<file path="config.mk">
export PLATFORM = sky130hd
export DESIGN_NAME = div_seq
export DESIGN_NICKNAME = d
export VERILOG_FILES = /design/src/rtl/div_seq_pkg.sv /design/src/rtl/div_seq.sv
export SDC_FILE = /design/constraint.sdc
export NUM_CORES = 1
export LEC_CHECK = 0
export BUFFER_PORTS_ARGS = -buffer_cell sky130_fd_sc_hd__buf_4
export CAP_MARGIN = 25
export CORE_MARGIN = 3
export CORE_UTILIZATION = 60
export CTS_CLUSTER_SIZE = 10
export DETAILED_ROUTE_END_ITERATION = 12
export MAX_ROUTING_LAYER = met4
export PLACE_DENSITY = 0.84
export SLEW_MARGIN = 20
export SYNTH_ARGS = -nofsm -noshare
export SYNTH_HDL_FRONTEND = slang
export SYNTH_SLANG_ARGS = --single-unit
</file>
<file path="constraint.sdc">
create_clock -name clk -period 11.7 [get_ports clk]
set_clock_uncertainty 0.05 [all_clocks]
set_input_delay 1.755 -clock clk [delete_from_list [all_inputs] [get_ports clk]]
set_output_delay 1.755 -clock clk [all_outputs]
set_load 0.03 [all_outputs]
</file>
<file path="src/rtl/div_seq_pkg.sv">
// Shared encodings and constants for the iterative divide sequencer.
// Imported by div_seq; ZeroWord is shared with the rest of the core.
package div_seq_pkg;

    typedef enum logic [1:0] {
        DIV_IDLE    = 2'b00,
        DIV_DIVZERO = 2'b01,
        DIV_ON      = 2'b10,
        DIV_END     = 2'b11
    } div_state_e;

    localparam logic DivStart          = 1'b1;
    localparam logic DivStop           = 1'b0;
    localparam logic DivResultReady    = 1'b1;
    localparam logic DivResultNotReady = 1'b0;

    localparam logic [31:0] ZeroWord = 32'h0000_0000;

endpackage

</file>
<file path="src/rtl/div_seq.sv">
// Radix-2 restoring divide sequencer for RV32M DIV/DIVU/REM/REMU.
// One quotient bit per cycle; result held until EX drops start_i.
module div_seq
    import div_seq_pkg::*;
#(
    parameter int WIDTH = 32
) (
    input  logic             clk,
    input  logic             rst,
    input  logic             start_i,
    input  logic             annul_i,
    input  logic             signed_i,
    input  logic             rem_i,
    input  logic [WIDTH-1:0] dividend_i,
    input  logic [WIDTH-1:0] divisor_i,
    output logic [WIDTH-1:0] result_o,
    output logic             ready_o,
    output logic             stallreq_o
);

    localparam int CW = $clog2(WIDTH + 1);

    div_state_e       state_q, state_d;
    logic [CW-1:0]    cnt_q, cnt_d;
    logic [WIDTH-1:0] quo_q, quo_d;
    logic [WIDTH-1:0] rem_q, rem_d;
    logic [WIDTH-1:0] dvs_q, dvs_d;
    logic             q_neg_q, q_neg_d;
    logic             r_neg_q, r_neg_d;
    logic             rem_sel_q, rem_sel_d;
    logic [WIDTH-1:0] result_q, result_d;
    logic             ready_q, ready_d;

    logic [WIDTH:0]   shifted;
    logic [WIDTH+1:0] diff;
    logic             ge;
    logic [WIDTH-1:0] step_rem;
    logic [WIDTH-1:0] step_quo;
    logic [WIDTH-1:0] dvd_abs;
    logic [WIDTH-1:0] dvs_abs;
    logic             dvd_neg;
    logic             dvs_neg;
    logic             unused_diff;

    // Borrow out of the widened subtract marks a negative trial remainder.
    assign shifted     = {rem_q, quo_q[WIDTH-1]};
    assign diff        = {1'b0, shifted} - {2'b00, dvs_q};
    assign ge          = ~diff[WIDTH+1];
    assign step_rem    = ge ? diff[WIDTH-1:0] : shifted[WIDTH-1:0];
    assign step_quo    = {quo_q[WIDTH-2:0], ge};
    assign unused_diff = diff[WIDTH];

    assign dvd_neg = signed_i & dividend_i[WIDTH-1];
    assign dvs_neg = signed_i & divisor_i[WIDTH-1];
    assign dvd_abs = dvd_neg ? -dividend_i : dividend_i;
    assign dvs_abs = dvs_neg ? -divisor_i : divisor_i;

    always_comb begin
        state_d   = state_q;
        cnt_d     = cnt_q;
        quo_d     = quo_q;
        rem_d     = rem_q;
        dvs_d     = dvs_q;
        q_neg_d   = q_neg_q;
        r_neg_d   = r_neg_q;
        rem_sel_d = rem_sel_q;
        result_d  = result_q;
        ready_d   = ready_q;
        unique case (state_q)
            DIV_IDLE: begin
                if (start_i == DivStart) begin
                    cnt_d     = '0;
                    rem_sel_d = rem_i;
                    if (divisor_i == '0) begin
                        state_d = DIV_DIVZERO;
                        quo_d   = dividend_i;
                    end else begin
                        state_d = DIV_ON;
                        quo_d   = dvd_abs;
                        dvs_d   = dvs_abs;
                        rem_d   = '0;
                        q_neg_d = dvd_neg ^ dvs_neg;
                        r_neg_d = dvd_neg;
                    end
                end
            end
            DIV_DIVZERO: begin
                state_d  = DIV_END;
                ready_d  = DivResultReady;
                result_d = rem_sel_q ? quo_q : '1;
            end
            DIV_ON: begin
                quo_d = step_quo;
                rem_d = step_rem;
                cnt_d = cnt_q + 1'b1;
                if (cnt_q == CW'(WIDTH - 1)) begin
                    state_d = DIV_END;
                    ready_d = DivResultReady;
                    if (rem_sel_q)
                        result_d = r_neg_q ? -step_rem : step_rem;
                    else
                        result_d = q_neg_q ? -step_quo : step_quo;
                end
            end
            DIV_END: begin
                if (start_i == DivStop) begin
                    state_d  = DIV_IDLE;
                    ready_d  = DivResultNotReady;
                    result_d = '0;
                end
            end
            default: state_d = DIV_IDLE;
        endcase
        // Flush wins over everything, including a held start_i.
        if (annul_i) begin
            state_d  = DIV_IDLE;
            cnt_d    = '0;
            ready_d  = DivResultNotReady;
            result_d = '0;
        end
    end

    always_ff @(posedge clk or posedge rst) begin
        if (rst) begin
            state_q   <= DIV_IDLE;
            cnt_q     <= '0;
            quo_q     <= '0;
            rem_q     <= '0;
            dvs_q     <= '0;
            q_neg_q   <= 1'b0;
            r_neg_q   <= 1'b0;
            rem_sel_q <= 1'b0;
            result_q  <= '0;
            ready_q   <= DivResultNotReady;
        end else begin
            state_q   <= state_d;
            cnt_q     <= cnt_d;
            quo_q     <= quo_d;
            rem_q     <= rem_d;
            dvs_q     <= dvs_d;
            q_neg_q   <= q_neg_d;
            r_neg_q   <= r_neg_d;
            rem_sel_q <= rem_sel_d;
            result_q  <= result_d;
            ready_q   <= ready_d;
        end
    end

    assign result_o   = result_q;
    assign ready_o    = ready_q;
    assign stallreq_o = start_i & ~ready_q & ~annul_i;

endmodule

</file>
==> reports/metrics.cfg, run 1 <==
[placement]
placed_cells=1843
io_buffers=103
dp_hpwl_mm=26.6
gp_congestion=0.987

[timing]
tns_ns=0
finalSetupViolCount=0
period_needed_ns=5.65
hold_violations=0
max_freq_mhz=177
drv_slew=0
relSlewSlack_pct=31.9
worstMarginPinSlew_ns=1.02
whs_ns=0.431
fin_crit_sh_pct=48.3
rsz0062_at_grt=false

[logic_synthesis]
ys.flop_type=dfrtp_1
async_reset_ff_share_pct=100
yosysWarnings=0
yosysTopAreaCell=dfrtp_1
synthesis.nets=1666
synth_edf_count=0
synth_seq_area_share_pct=28.9
synth_seq_cells=140
syn_avg_cell_area_um2=7.80
syn_inst=1555
ys_top_cells_by_area=dfrtp_1 29%, o21ai_0 6.0%, nand2_1 5.8%
synth_cell_types=83
yosysTopAreaCellShare_pct=28.9
netlist_area_mm2=0.0121

[grt]
grt_max_degree=78
grt_use_met3_pct=5.73
use_met2_pct=51.7
grt.overflow.total=0
grtUsageTotal_pct=33.1
grtUsageMet1_pct=44.8
grt-busiest-layer=met2
antenna_found_initial=1
grt_pass1_wl_mm=57.7
grt_pass1_vias=11200

[routing]
routed_wl_mm=35.9
routed_via_density=6.46
avgRoutedWirePerCell_um=19.1
initialDrtViolationCount=1215
via_count=12100
ant_nets=0
drc=0
drtPass1Iterations=6

[worst_hold_path]
holdCritPathClass=reg -> reg
hold_end=result_o[1]$_DFFE_PP0P_
hold_depth=2
hold_start=result_o[1]$_DFFE_PP0P_

[critical_path]
critPathArrivalTime_ns=5.93
path_class=reg -> reg
worst_ep_required_time_ns=11.98
ff2ff_setup_slack_ns=6.05
r2r-end=result_o[24]$_DFFE_PP0P_
r2r_start=rem_q[14]$_DFFE_PP0P_
endpoint_kind=register
r2r_cells=18
crit_path_max_fanout=52
start_kind=register

[final_layout]
area_delta_synth_final_pct=12.2
final_layout_size_suffix_gt1_share_pct=11.3
finish.utilization_pct=69.2
final_cells=1878
layout.nets=1710

[job]
cap_violations=0

[floorplan]
ios=104
core_mm2=0.0197
start_util_pct=61.7
fp.dieH_um=148
die_x_um=148
die_area_mm2=0.0219
placementRows=51

[clocking]
post_cts_buffers=0
clockBufferDepth=2
clockRootBuffer=clkbuf_16
ctsResizeCount=0
worstSkewPairLatency_ns=0.45
h-tree-depth=4
tritoncts=yes
cts.sinks=140
postCtsHoldBufs=0
clkTransAtPathRegs_ns=0.07
cts_made_buffers=17

[pwr]
p_leak_nw=5.88
powerDensity_mw_per_mm2=243
ir_drop_uv=189

[run_status]
outcome=complete, no violations

-- cell usage after synthesis (21+ instances only) --
| cell type | number |
|---|---|
| a21oi_1 | 108 |
| a22o_1 | 27 |
| clkbuf_1 | 68 |
| dfrtp_1 | 140 |
| ha_1 | 40 |
| inv_1 | 56 |
| mux2i_1 | 52 |
| nand2_1 | 188 |
| nor2_1 | 151 |
| nor3_1 | 50 |
| o211ai_1 | 21 |
| o21ai_0 | 145 |
| o21ai_1 | 30 |
| o31ai_1 | 31 |
| xnor2_1 | 77 |
| xor2_1 | 60 |
-- final cells by class --
class	count	area [µm²]
tap	265	332
antenna	1	2.50
multi-input combinational	1269	8070
fill	1652	6050
timing repair buffer	113	873
clock inverter	15	170
sequential	140	3500
inverter	58	225
clock buffer	17	425
-- sequential cells by signal, indices dropped and copies added, names as in the netlist --
register	count
dvs_q	32
q_neg_q	1
cnt_q	6
rem_sel_q	1
rem_q	32
ready_o	1
state_q	2
r_neg_q	1
quo_q	32
result_o	32
-- how the worst max path moves through the flow --
stage | cells past startpoint | slack [ns] | start | to
after floorplan | 1 | 6.14 | rst | cnt_q[0]$_DFFE_PP0P_
after global placement | 12 | 5.93 | divisor_i[8] | rem_q[29]$_DFFE_PP0P_
after detailed placement | 12 | 5.80 | divisor_i[8] | rem_q[27]$_DFFE_PP0P_
after CTS | 18 | 6.15 | rem_q[14]$_DFFE_PP0P_ | result_o[24]$_DFFE_PP0P_
after global routing | 18 | 5.64 | rem_q[14]$_DFFE_PP0P_ | result_o[24]$_DFFE_PP0P_
final | 18 | 6.05 | rem_q[14]$_DFFE_PP0P_ | result_o[24]$_DFFE_PP0P_
-- worst max-delay path, cell delays in order (launching register included) --
cell      delay, ns
dfrtp_1        0.49
ha_1           0.49
nand2_1        0.24
nor4_2         0.51
a221o_1        0.33
o211ai_4       0.16
nand2_4        0.58
inv_4          0.35
mux2i_1        0.35
ha_1           0.26
nand2b_1       0.10
nor2_1         0.08
and4_1         0.19
a31o_1         0.25
o221ai_2       0.23
o41ai_1        0.45
xor2_1         0.12
a21oi_1        0.22
nor3_2         0.06
-- through the flow --
step | area [µm²] | total power (W) | setup WS, ns
floorplan | 12100 | 0.00219 | 6.14
global placement | 13000 | 0.00263 | 5.93
detailed placement | 13000 | 0.00268 | 5.80
CTS | 13600 | 0.00325 | 6.15
global route | 13600 | 0.00354 | 5.64
finish | 13600 | 0.00330 | 6.05
-- logic make-up (layout without fill, tap and decap cells) --
kind of cell / after synthesis / in the layout / synth area share (%)
fa+ha+maj: 41 / 41 / 4.29
buf+inv: 146 / 203 / 4.81
other cells: 0 / 1 / 0
xor+xnor: 137 / 137 / 9.90
mux: 56 / 56 / 4.67
simple gates: 548 / 548 / 21.4
flops: 140 / 140 / 28.9
compound gates: 487 / 487 / 26.0
-- per-layer routing --
layer | part of all wire, % | up-vias | wire, µm
li1 | - | 5716 | -
met1 | 44 | 5809 | 15600
met2 | 46 | 522 | 16700
met3 | 7.7 | 77 | 2750
met4 | 2.3 | 0 | 834
met5 | 0 | - | 0
-- power breakdown --
part / total, W / switching (W) / internal, W
Combinational: 0.00192 / 0.00123 / 0.000687
Clock: 0.000560 / 0.000256 / 0.000304
Sequential: 0.000828 / 0.000178 / 0.000650
-- cells in the final DEF (no fill, tap or decap), drive strengths merged, types with 4 or more instances in the layout --
cell     Yosys  routed
clkbuf      68      17
a21o        14      14
nand3       20      20
or3         17      17
ha          40      40
or2          5       5
xor2        60      60
mux2         4       4
nor4        15      15
o211ai      22      22
o41ai       14      14
o21bai       4       4
and2        13      13
dfrtp      140     140
a21oi      108     108
a21boi       4       4
a211oi      12      12
a221oi       9       9
nand4       12      12
xnor2       77      77
inv         57      67
o21ai      175     175
o21a         4       4
o221ai       6       6
a2111oi      8       8
nor2b       10      10
and3        14      14
a31oi        8       8
a22o        27      27
nor3b        7       7
or4         16      16
a221o        6       6
nor3        54      54
mux2i       52      52
nor2       151     151
a22oi        5       5
o31ai       32      32
nand2      189     189
nand2b      14      14
buf         20     113
No activity file was read; power rests on OpenSTA's default activity.
==> inputs of run 2 (changes only) <==
==> constraint.sdc (replaced) <==
create_clock -name clk -period 5.9 [get_ports clk]
set_clock_uncertainty 0.05 [all_clocks]
set_input_delay 0.885 -clock clk [delete_from_list [all_inputs] [get_ports clk]]
set_output_delay 0.885 -clock clk [all_outputs]
set_load 0.03 [all_outputs]
==> run 2 against run 1 <==
Sequential share of layout area up 0.052 points. Combinational power is 98% higher. Sequential power is 99% higher. Design area fell by 0.20%. Flip-flop and latch count stayed put. Largest cell class unchanged. Die area unchanged. Utilization shrank 0.14 points. Critical endpoint unchanged. Worst hold slack got worse by 0.0023 ns.
==> reports/metrics.cfg, run 2 (synthesized netlist as in run 1, its figures left out) <==
[timing]
max_freq_mhz=197  ; was 177 MHz
fin_crit_sh_pct=86.0  ; was 48.3%
worstMarginPinSlew_ns=1.05  ; was 1.02 ns
drv_slew=0  ; unchanged
finalSetupViolCount=0  ; unchanged
hold_violations=0  ; unchanged
period_needed_ns=5.07  ; was 5.65 ns
relSlewSlack_pct=29.9  ; was 31.9%
tns_ns=0  ; unchanged
timing.final.ws_setup_ns=0.828  ; was 6.05 ns
rsz0062_at_grt=false  ; unchanged

[routing]
initialDrtViolationCount=1284  ; was 1215
routed_wl_mm=36.4  ; was 35.9 mm
via_count=12200  ; was 12100
routed_via_density=6.49  ; was 6.46
avgRoutedWirePerCell_um=19.4  ; was 19.1 µm
ant_nets=0  ; unchanged
drc=0  ; unchanged
drtPass1Iterations=6  ; unchanged

[critical_path]
start_kind=register  ; unchanged
worst-path-stages=18  ; unchanged
path_class=reg -> reg  ; unchanged
path_cells=ha_1 > a21oi_1 > o21ai_1 > a221o_1 > o211ai_4 > nand2_4 > inv_4 > mux2i_1 > ha_1 > nand2b_1 > nor2_1 > and4_1 > a31o_1 > o221ai_2 > o41ai_1 > xor2_1 > a21oi_1 > nor3_2  ; was ha_1 > nand2_1 > nor4_2 > a221o_1 > o211ai_4 > nand2_4 > inv_4 > mux2i_1 > ha_1 > nand2b_1 > nor2_1 > and4_1 > a31o_1 > o221ai_2 > o41ai_1 > xor2_1 > a21oi_1 > nor3_2
r2r_cells=18  ; unchanged
ff2ff_setup_slack_ns=0.83  ; was 6.05 ns
worst_path_max_delay_cell=o41ai_1  ; was nand2_4
cpLargestDelayFamily=compound AO/OA/AOI/OAI gates  ; was simple AND/OR/NAND/NOR gates
max_stage_delay_ns=0.47  ; was 0.58 ns
worst_ep_required_time_ns=6.17  ; was 11.98 ns
critPathArrivalTime_ns=5.34  ; was 5.93 ns
endpoint_kind=register  ; unchanged
path_buf_inv=1  ; unchanged
crit_path_max_fanout=42  ; was 52

[final_layout]
final_common_cell=nand2_1  ; unchanged
seqCellArea_mm2=0.00350  ; unchanged
antenna_cells=0  ; was 1
final_cell_mix=188 x nand2_1, 149 x nor2_1, 145 x o21ai_0  ; unchanged
area_delta_synth_final_pct=12.0  ; was 12.2%
multi_input_area_mm2=0.00807  ; unchanged
stdcell_area_mm2=0.0136  ; about the same
final_layout_size_suffix_gt1_share_pct=11.5  ; was 11.3%
fill_cells=1660  ; was 1652
layout.nets=1713  ; was 1710

[clocking]
ctsResizeCount=0  ; unchanged
cts.sinks=140  ; unchanged
clkTransAtPathRegs_ns=0.07  ; about the same
tritoncts=yes  ; unchanged
clockRootBuffer=clkbuf_16  ; unchanged
worstSkewPairLatency_ns=0.44  ; was 0.45 ns
post_cts_buffers=0  ; unchanged
h-tree-depth=4  ; unchanged
postCtsHoldBufs=0  ; unchanged
clockBufferDepth=2  ; unchanged
cts_made_buffers=17  ; unchanged

[floorplan]
ios=104  ; unchanged
die_x_um=148  ; unchanged
die_area_mm2=0.0219  ; unchanged
core_mm2=0.0197  ; unchanged
start_util_pct=61.7  ; unchanged
fp.dieH_um=148  ; unchanged
placementRows=51  ; unchanged

[placement]
dp_hpwl_mm=27.0  ; was 26.6 mm
io_buffers=103  ; unchanged
dp_worst_setup_slack_ns=1.00  ; was 5.80 ns
gp_congestion=0.989  ; was 0.987
post_dp_cell_area_mm2=0.0130  ; about the same

[grt]
grt_pass1_vias=11000  ; was 11200
grt.overflow.total=0  ; unchanged
grt_max_degree=98  ; was 78
grt_pass1_wl_mm=58.0  ; was 57.7 mm
antenna_found_initial=0  ; was 1
grtUsageTotal_pct=33.5  ; was 33.1%

[pwr]
powerDensity_mw_per_mm2=478  ; was 243 mW/mm²
p_leak_nw=5.87  ; was 5.88 nW
power_w=0.00649  ; was 0.00330 W
ir_drop_uv=528  ; was 189 µV

[job]
cap_violations=0  ; unchanged

[run_status]
outcome=complete, no violations  ; unchanged

[worst_hold_path]
holdCritPathClass=reg -> reg  ; unchanged
hold_depth=1  ; was 2

[run 2: changes by cell type in the layout (fill, tap and decap cells not counted)]
cell and delta:
buf_4 +4, inv_6 -4, clkinv_4 +3, clkbuf_8 +2, clkinv_8 -2, clkinvlp_4 +2
buf_12 -1, bufinv_16 -1, clkinv_2 +1, diode_2 -1, inv_8 -1
[run 2: worst paths after layout]
| check | from | end |
|---|---|---|
| worst max-delay path | rem_q[5]$_DFFE_PP0P_ | result_o[24]$_DFFE_PP0P_ |
| worst min-delay path | result_o[7]$_DFFE_PP0P_ | result_o[7]$_DFFE_PP0P_ |
| worst max register to register | rem_q[5]$_DFFE_PP0P_ | result_o[24]$_DFFE_PP0P_ |
| worst min register to register | result_o[7]$_DFFE_PP0P_ | result_o[7]$_DFFE_PP0P_ |
| max in group asynchronous | rst | ready_o$_DFFE_PP0P_ |
| min in group asynchronous | rst | result_o[6]$_DFFE_PP0P_ |
[run 2: power by group]
part / switching (W) / internal [W] / total, W
Sequential: 0.000357 / 0.00129 / 0.00165
Combinational: 0.00243 / 0.00137 / 0.00381
Clock: 0.000473 / 0.000569 / 0.00104
[run 2: metal layers]
layer  vias to the layer above  GRT usage (%)  share of wire (%)
li1                       5724              -                  -
met1                      5769           46.9                 43
met2                       617           51.0                 46
met3                        90           5.33                8.5
met4                         0           9.33                2.3
met5                         -              -                  0
[run 2: stage by stage]
step	std cells	hold slack (ns)	utilization, %
after CTS	1879	0.435	69.0
final	1880	0.429	69.1
after global routing	1880	0.454	69.1
after global placement	1847	0.413	66.1
after detailed placement	1847	0.419	66.1
after floorplan	1555	0.427	-
[run 2: cell type report]
cell class              instances  area share, %
clock inverters                13          0.792
clock buffers                  19           3.34
inverters                      58           1.66
well taps                     265           2.44
flip-flops and latches        140           25.8
multi-input cells            1269           59.5
repair buffers                116           6.51
